[config.mk]
export PLATFORM = sky130hd
export DESIGN_NAME = sysid_reader_flat
export DESIGN_NICKNAME = d
export VERILOG_FILES = /design/src/rtl/sysid_reader_if.sv /design/src/rtl/sysid_reader.sv /design/src/flat_wrapper.sv
export SDC_FILE = /design/constraint.sdc
export NUM_CORES = 1
export LEC_CHECK = 0
export BUFFER_PORTS_ARGS = -buffer_cell sky130_fd_sc_hd__buf_2
export CORE_MARGIN = 2
export CORE_UTILIZATION = 30
export DETAILED_ROUTE_END_ITERATION = 10
export GPL_TIMING_DRIVEN = 0
export MAX_ROUTING_LAYER = met4
export PLACE_DENSITY_LB_ADDON = 0.08
export SKIP_LAST_GASP = 1
export SLEW_MARGIN = 25
export SYNTH_ARGS = -nofsm -noshare
export SYNTH_HDL_FRONTEND = slang
export SYNTH_SLANG_ARGS = --single-unit
[constraint.sdc]
create_clock -name clock -period 2.38 [get_ports clock]
set_clock_uncertainty 0.15 [all_clocks]
set_input_delay 0.119 -clock clock [delete_from_list [all_inputs] [get_ports clock]]
set_output_delay 0.119 -clock clock [all_outputs]
set_load 0.05 [all_outputs]
[src/rtl/sysid_reader_if.sv]
// Avalon-MM read-only master/slave bundle (word address, read strobe, stall, read data).
interface sysid_reader_if;
    logic        avm_address;
    logic        avm_read;
    logic        avm_waitrequest;
    logic [31:0] avm_readdata;

    modport master (
        output avm_address,
        output avm_read,
        input  avm_waitrequest,
        input  avm_readdata
    );

    modport slave (
        input  avm_address,
        input  avm_read,
        output avm_waitrequest,
        output avm_readdata
    );
endinterface

[src/rtl/sysid_reader.sv]
// Reads the system-ID and timestamp words over Avalon-MM and compares them against the expected values.
// Latency: start at edge N -> RD_ID N+1, RD_TS N+2, done N+3 (plus one cycle per waitrequest stall).
// Backpressure: holds address/read while waitrequest=1; optional stall watchdog under SYSID_READER_TIMEOUT_EN.
module sysid_reader #(
    parameter logic [31:0] EXPECTED_ID    = 32'h0000_0000,
    parameter logic [31:0] EXPECTED_TS    = 32'd1486166856,
    parameter int unsigned TIMEOUT_CYCLES = 255
) (
    input  logic           clock,
    input  logic           reset,
    input  logic           start,
    sysid_reader_if.master avm,
    output logic           busy,
    output logic           done,
    output logic [31:0]    id_value,
    output logic [31:0]    ts_value,
    output logic           id_ok,
    output logic           ts_ok,
    output logic           timeout
);

    typedef enum logic [1:0] {
        IDLE  = 2'd0,
        RD_ID = 2'd1,
        RD_TS = 2'd2,
        FIN   = 2'd3
    } state_t;

    state_t      state_q, state_d;
    logic [31:0] id_value_q, id_value_d;
    logic [31:0] ts_value_q, ts_value_d;
    logic        id_ok_q, id_ok_d;
    logic        ts_ok_q, ts_ok_d;
    logic        rd_active;

    if (TIMEOUT_CYCLES < 1 || TIMEOUT_CYCLES > 65535) begin : g_bad_timeout
        $error("sysid_reader: TIMEOUT_CYCLES must be in 1..65535");
    end

    // Bus outputs decode straight from state so an async reset drops the read strobe at once.
    assign rd_active       = (state_q == RD_ID) || (state_q == RD_TS);
    assign avm.avm_read    = rd_active;
    assign avm.avm_address = (state_q == RD_TS);
    assign busy            = (state_q != IDLE);
    assign done            = (state_q == FIN);
    assign id_value        = id_value_q;
    assign ts_value        = ts_value_q;
    assign id_ok           = id_ok_q;
    assign ts_ok           = ts_ok_q;

`ifdef SYSID_READER_TIMEOUT_EN
    localparam logic [16:0] STALL_LIMIT = 17'(TIMEOUT_CYCLES);

    logic [15:0] stall_q, stall_d;
    logic        stall_expired;
    logic        timeout_q, timeout_d;

    // True on the stalled cycle that would bring the count up to the limit.
    assign stall_expired = ({1'b0, stall_q} + 17'd1) >= STALL_LIMIT;
    assign timeout       = timeout_q;

    always_comb begin
        stall_d = stall_q;
        if (rd_active && avm.avm_waitrequest) begin
            stall_d = stall_q + 16'd1;
        end
        if ((state_d != state_q) && ((state_d == RD_ID) || (state_d == RD_TS))) begin
            stall_d = '0;
        end
    end

    always_ff @(posedge clock or posedge reset) begin
        if (reset) begin
            stall_q   <= '0;
            timeout_q <= 1'b0;
        end else begin
            stall_q   <= stall_d;
            timeout_q <= timeout_d;
        end
    end
`else
    assign timeout = 1'b0;
`endif

    always_comb begin
        state_d    = state_q;
        id_value_d = id_value_q;
        ts_value_d = ts_value_q;
        id_ok_d    = id_ok_q;
        ts_ok_d    = ts_ok_q;
`ifdef SYSID_READER_TIMEOUT_EN
        timeout_d  = timeout_q;
`endif
        case (state_q)
            IDLE: begin
                if (start) begin
                    state_d   = RD_ID;
                    id_ok_d   = 1'b0;
                    ts_ok_d   = 1'b0;
`ifdef SYSID_READER_TIMEOUT_EN
                    timeout_d = 1'b0;
`endif
                end
            end
            RD_ID: begin
                if (!avm.avm_waitrequest) begin
                    id_value_d = avm.avm_readdata;
                    id_ok_d    = (avm.avm_readdata == EXPECTED_ID);
                    state_d    = RD_TS;
                end
`ifdef SYSID_READER_TIMEOUT_EN
                else if (stall_expired) begin
                    timeout_d = 1'b1;
                    id_ok_d   = 1'b0;
                    ts_ok_d   = 1'b0;
                    state_d   = FIN;
                end
`endif
            end
            RD_TS: begin
                if (!avm.avm_waitrequest) begin
                    ts_value_d = avm.avm_readdata;
                    ts_ok_d    = (avm.avm_readdata == EXPECTED_TS);
                    state_d    = FIN;
                end
`ifdef SYSID_READER_TIMEOUT_EN
                else if (stall_expired) begin
                    timeout_d = 1'b1;
                    id_ok_d   = 1'b0;
                    ts_ok_d   = 1'b0;
                    state_d   = FIN;
                end
`endif
            end
            FIN: begin
                state_d = IDLE;
            end
            default: begin
                state_d = IDLE;
            end
        endcase
    end

    always_ff @(posedge clock or posedge reset) begin
        if (reset) begin
            state_q    <= IDLE;
            id_value_q <= '0;
            ts_value_q <= '0;
            id_ok_q    <= 1'b0;
            ts_ok_q    <= 1'b0;
        end else begin
            state_q    <= state_d;
            id_value_q <= id_value_d;
            ts_value_q <= ts_value_d;
            id_ok_q    <= id_ok_d;
            ts_ok_q    <= ts_ok_d;
        end
    end

endmodule

[src/flat_wrapper.sv]
// flat-port wrapper written by rule: the top's interface ports become plain ports
module sysid_reader_flat 
#(
    parameter logic [31:0] EXPECTED_ID    = 32'h0000_0000,
    parameter logic [31:0] EXPECTED_TS    = 32'd1486166856,
    parameter int unsigned TIMEOUT_CYCLES = 255
)
  (clock, reset, start, busy, done, id_value, ts_value, id_ok, ts_ok, timeout, avm_avm_address, avm_avm_read, avm_avm_waitrequest, avm_avm_readdata);
  sysid_reader_if avm_i ();
  input  logic clock;
  input  logic reset;
  input  logic start;
  output logic busy;
  output logic done;
  output logic [31:0] id_value;
  output logic [31:0] ts_value;
  output logic id_ok;
  output logic ts_ok;
  output logic timeout;
  output wire logic [$bits(avm_i.avm_address)-1:0] avm_avm_address;
  output wire logic [$bits(avm_i.avm_read)-1:0] avm_avm_read;
  input wire logic [$bits(avm_i.avm_waitrequest)-1:0] avm_avm_waitrequest;
  input wire logic [$bits(avm_i.avm_readdata)-1:0] avm_avm_readdata;
  assign avm_avm_address = avm_i.avm_address;
  assign avm_avm_read = avm_i.avm_read;
  assign avm_i.avm_waitrequest = avm_avm_waitrequest;
  assign avm_i.avm_readdata = avm_avm_readdata;
  sysid_reader #(.EXPECTED_ID(EXPECTED_ID), .EXPECTED_TS(EXPECTED_TS), .TIMEOUT_CYCLES(TIMEOUT_CYCLES)) u_core (.clock(clock), .reset(reset), .start(start), .avm(avm_i), .busy(busy), .done(done), .id_value(id_value), .ts_value(ts_value), .id_ok(id_ok), .ts_ok(ts_ok), .timeout(timeout));
endmodule
==> results.tsv <==
metric	value	unit
outcome	completed	
CTS tree	yes	
root buffer selected by CTS	clkbuf_8	
Critical Path Max Stage Delay	0.41	ns
YS warnings	0	
clk sinks	68	
NumNets Final	376	
final wirelength	7010	microns
Die X	99.9	microns
row count	34	
input/output buffers	105	
Setup CP Type	reg -> reg	
DIE HEIGHT	99.9	microns
ordered list of cells on the worst path	inv_1 -> ha_1 -> nor2b_1 -> clkbuf_1 -> buf_2 -> mux2_2	
Synth area leaders	dfrtp_1, mux2_2, ha_1	
average cell area after synthesis	15.1	sq um
Reg clk slew, reported paths	0.07	ns
Cell variety after synth	22	
layout cell share with drive strength beyond 1	0.565	
worst path buffer plus inverter count	3	
Initial Utilization	0.313	
Syn Nets	224	
FF-to-FF End	u_core.id_value[25]	
number of global-route vias before repair	2067	
cell taking the most area after synthesis	dfrtp_1	
Hold Path Class	in -> async	
ant diodes	0	
drt drc	0	
Core ar.	8810	sq um
endpoint class of the critical path	flop	
fmax	473	MHz
final hold vios	0	
Worst Reg-to-Reg Cells	6	
drt first pass iters	4	
FFs w/ async S/R, synth	1.00	
DR vias	2038	
fin crit share	0.888	
global-route wire length before repair	11000	microns
DR iter-0 viols	55	
Worst EP arrival	2.19	ns
Critical Path Start Type	flop	
r2r setup slk	0.27	ns
Worst Path Max Fanout	10	
delay-heaviest family, CP	buffers and inverters	
hold_buf cts	35	
cell with the most instances after synthesis	dfrtp_1	
top_reg_cell synth	dfrtp_1	
CTS resizes	0	
initial antenna violation count	0	
Worst-Skew Late Latency	0.33	ns
I/O pins	107	
GRT overflow	0	
fin util	0.448	
RSZ-0062 raised after global routing	no	
routability cong.	0.694	
largest net degree at the start of global routing	41	
minimum period implied by the final worst setup slack	2.11	ns
r2r startpoint	u_core.state_q[1]	
Inserted Clock Buffers	9	
number of synthesized flops with an enable pin	0	
Yosys reg bits	68	
max-cap violations	0	
postcts setup bufs	0	
WL/cell	15.7	microns
die area	9980	sq um
CTS H-Tree Depth	3	
Seq/Total Area, Yosys	0.617	
post-route ant nets	0	
area delta synth->final	43.1	%
Final setup violation count	0	
Synth top area share	0.617	
post-DP HPWL	4960	microns
Syn Std Cell Area	2760	sq um
GRT Total Usage	0.151	
Post-synth top cells	dfrtp_1, mux2_2, buf_2, nand2_1, nor4_1	
CP Data Required Time	2.45	ns
CTS max path bufs	2	
CP max stage cell	dfrtp_1	
cells after synthesis	183	
vias per cell	4.57	
pins over their slew limit	0	
==> sequential cells by signal, summed over array words and instances, names as in the netlist <==
name             flops
u_core.state_q       2
u_core.id_ok         1
u_core.ts_value     32
u_core.ts_ok         1
u_core.id_value     32
==> per-stage QoR <==
| stage | hold WS, ns | cells | setup slack (ns) | setup TNS, ns | area [sq um] |
|---|---|---|---|---|---|
| 2_1_floorplan | 0.101 | 183 | 0.325 | 0 | 2760 |
| 3_3_place_gp | 0.219 | 396 | -0.617 | -41.73 | 3420 |
| 3_5_place_dp | -0.00697 | 397 | 0.266 | 0 | 3440 |
| 4_1_cts | 0.160 | 446 | 0.256 | 0 | 3950 |
| 5_1_grt | 0.176 | 446 | 0.101 | 0 | 3950 |
| 6_report | 0.165 | 446 | 0.267 | 0 | 3950 |
==> cells by family after synthesis <==
logic type | Yosys count | share of synthesized area
DFF | 68 | 0.617
muxes | 65 | 0.265
and+or+nand+nor | 25 | 0.0526
buffers and inverters | 13 | 0.0218
AOI/OAI and AO/OA | 6 | 0.0195
adders and majority gates | 5 | 0.0227
other | 1 | 0.00136
==> area by class of cell <==
class	count	area (sq um)
Fill cell	836	4860
Sequential cell	68	1700
Multi-Input combinational cell	102	997
Timing Repair Buffer	141	896
Clock buffer	11	141
Tap cell	108	135
Buffer	9	45.0
Inverter	4	17.5
Clock inverter	3	15.0
==> worst max path at each step <==
stage / from / end / slack [ns] / cells after the start
CTS: u_core.state_q[1] / u_core.id_value[25] / 0.26 / 6
global placement: reset / u_core.state_q[1] / -0.62 / 2
finish: u_core.state_q[1] / u_core.id_value[25] / 0.27 / 6
global route: u_core.state_q[1] / u_core.id_value[0] / 0.10 / 6
detailed placement: u_core.state_q[1] / u_core.id_value[25] / 0.27 / 6
floorplan: u_core.state_q[0] / u_core.ts_value[23] / 0.33 / 6
==> routing by layer <==
layer / routed length, microns / track usage / vias to the layer above
li1: - / - / 955
met1: 3190 / 0.188 / 1008
met5: 0 / - / -
met2: 3310 / 0.232 / 67
met3: 406 / 0.0599 / 8
met4: 104 / 0.0390 / 0
==> cell usage in the layout, fill, tap and decap left out, types with 3 or more instances in the layout <==
cell,n
clkbuf_1,3
ha_1,5
clkinv_2,3
inv_1,3
mux2_2,61
dfrtp_1,68
dlygate4sd3_1,35
clkbuf_8,10
nand4_1,5
mux2_1,4
buf_2,111
nand2_1,6
nor4_1,6
==> tightest hold or removal path, stage by stage <==
cell and delay, ns:
dlygate4sd3_1 0.53, buf_2 0.13, inv_4 0.29
Power is not shown: default switching activity piles up to over one toggle a cycle in this logic, so the estimate is an artifact.
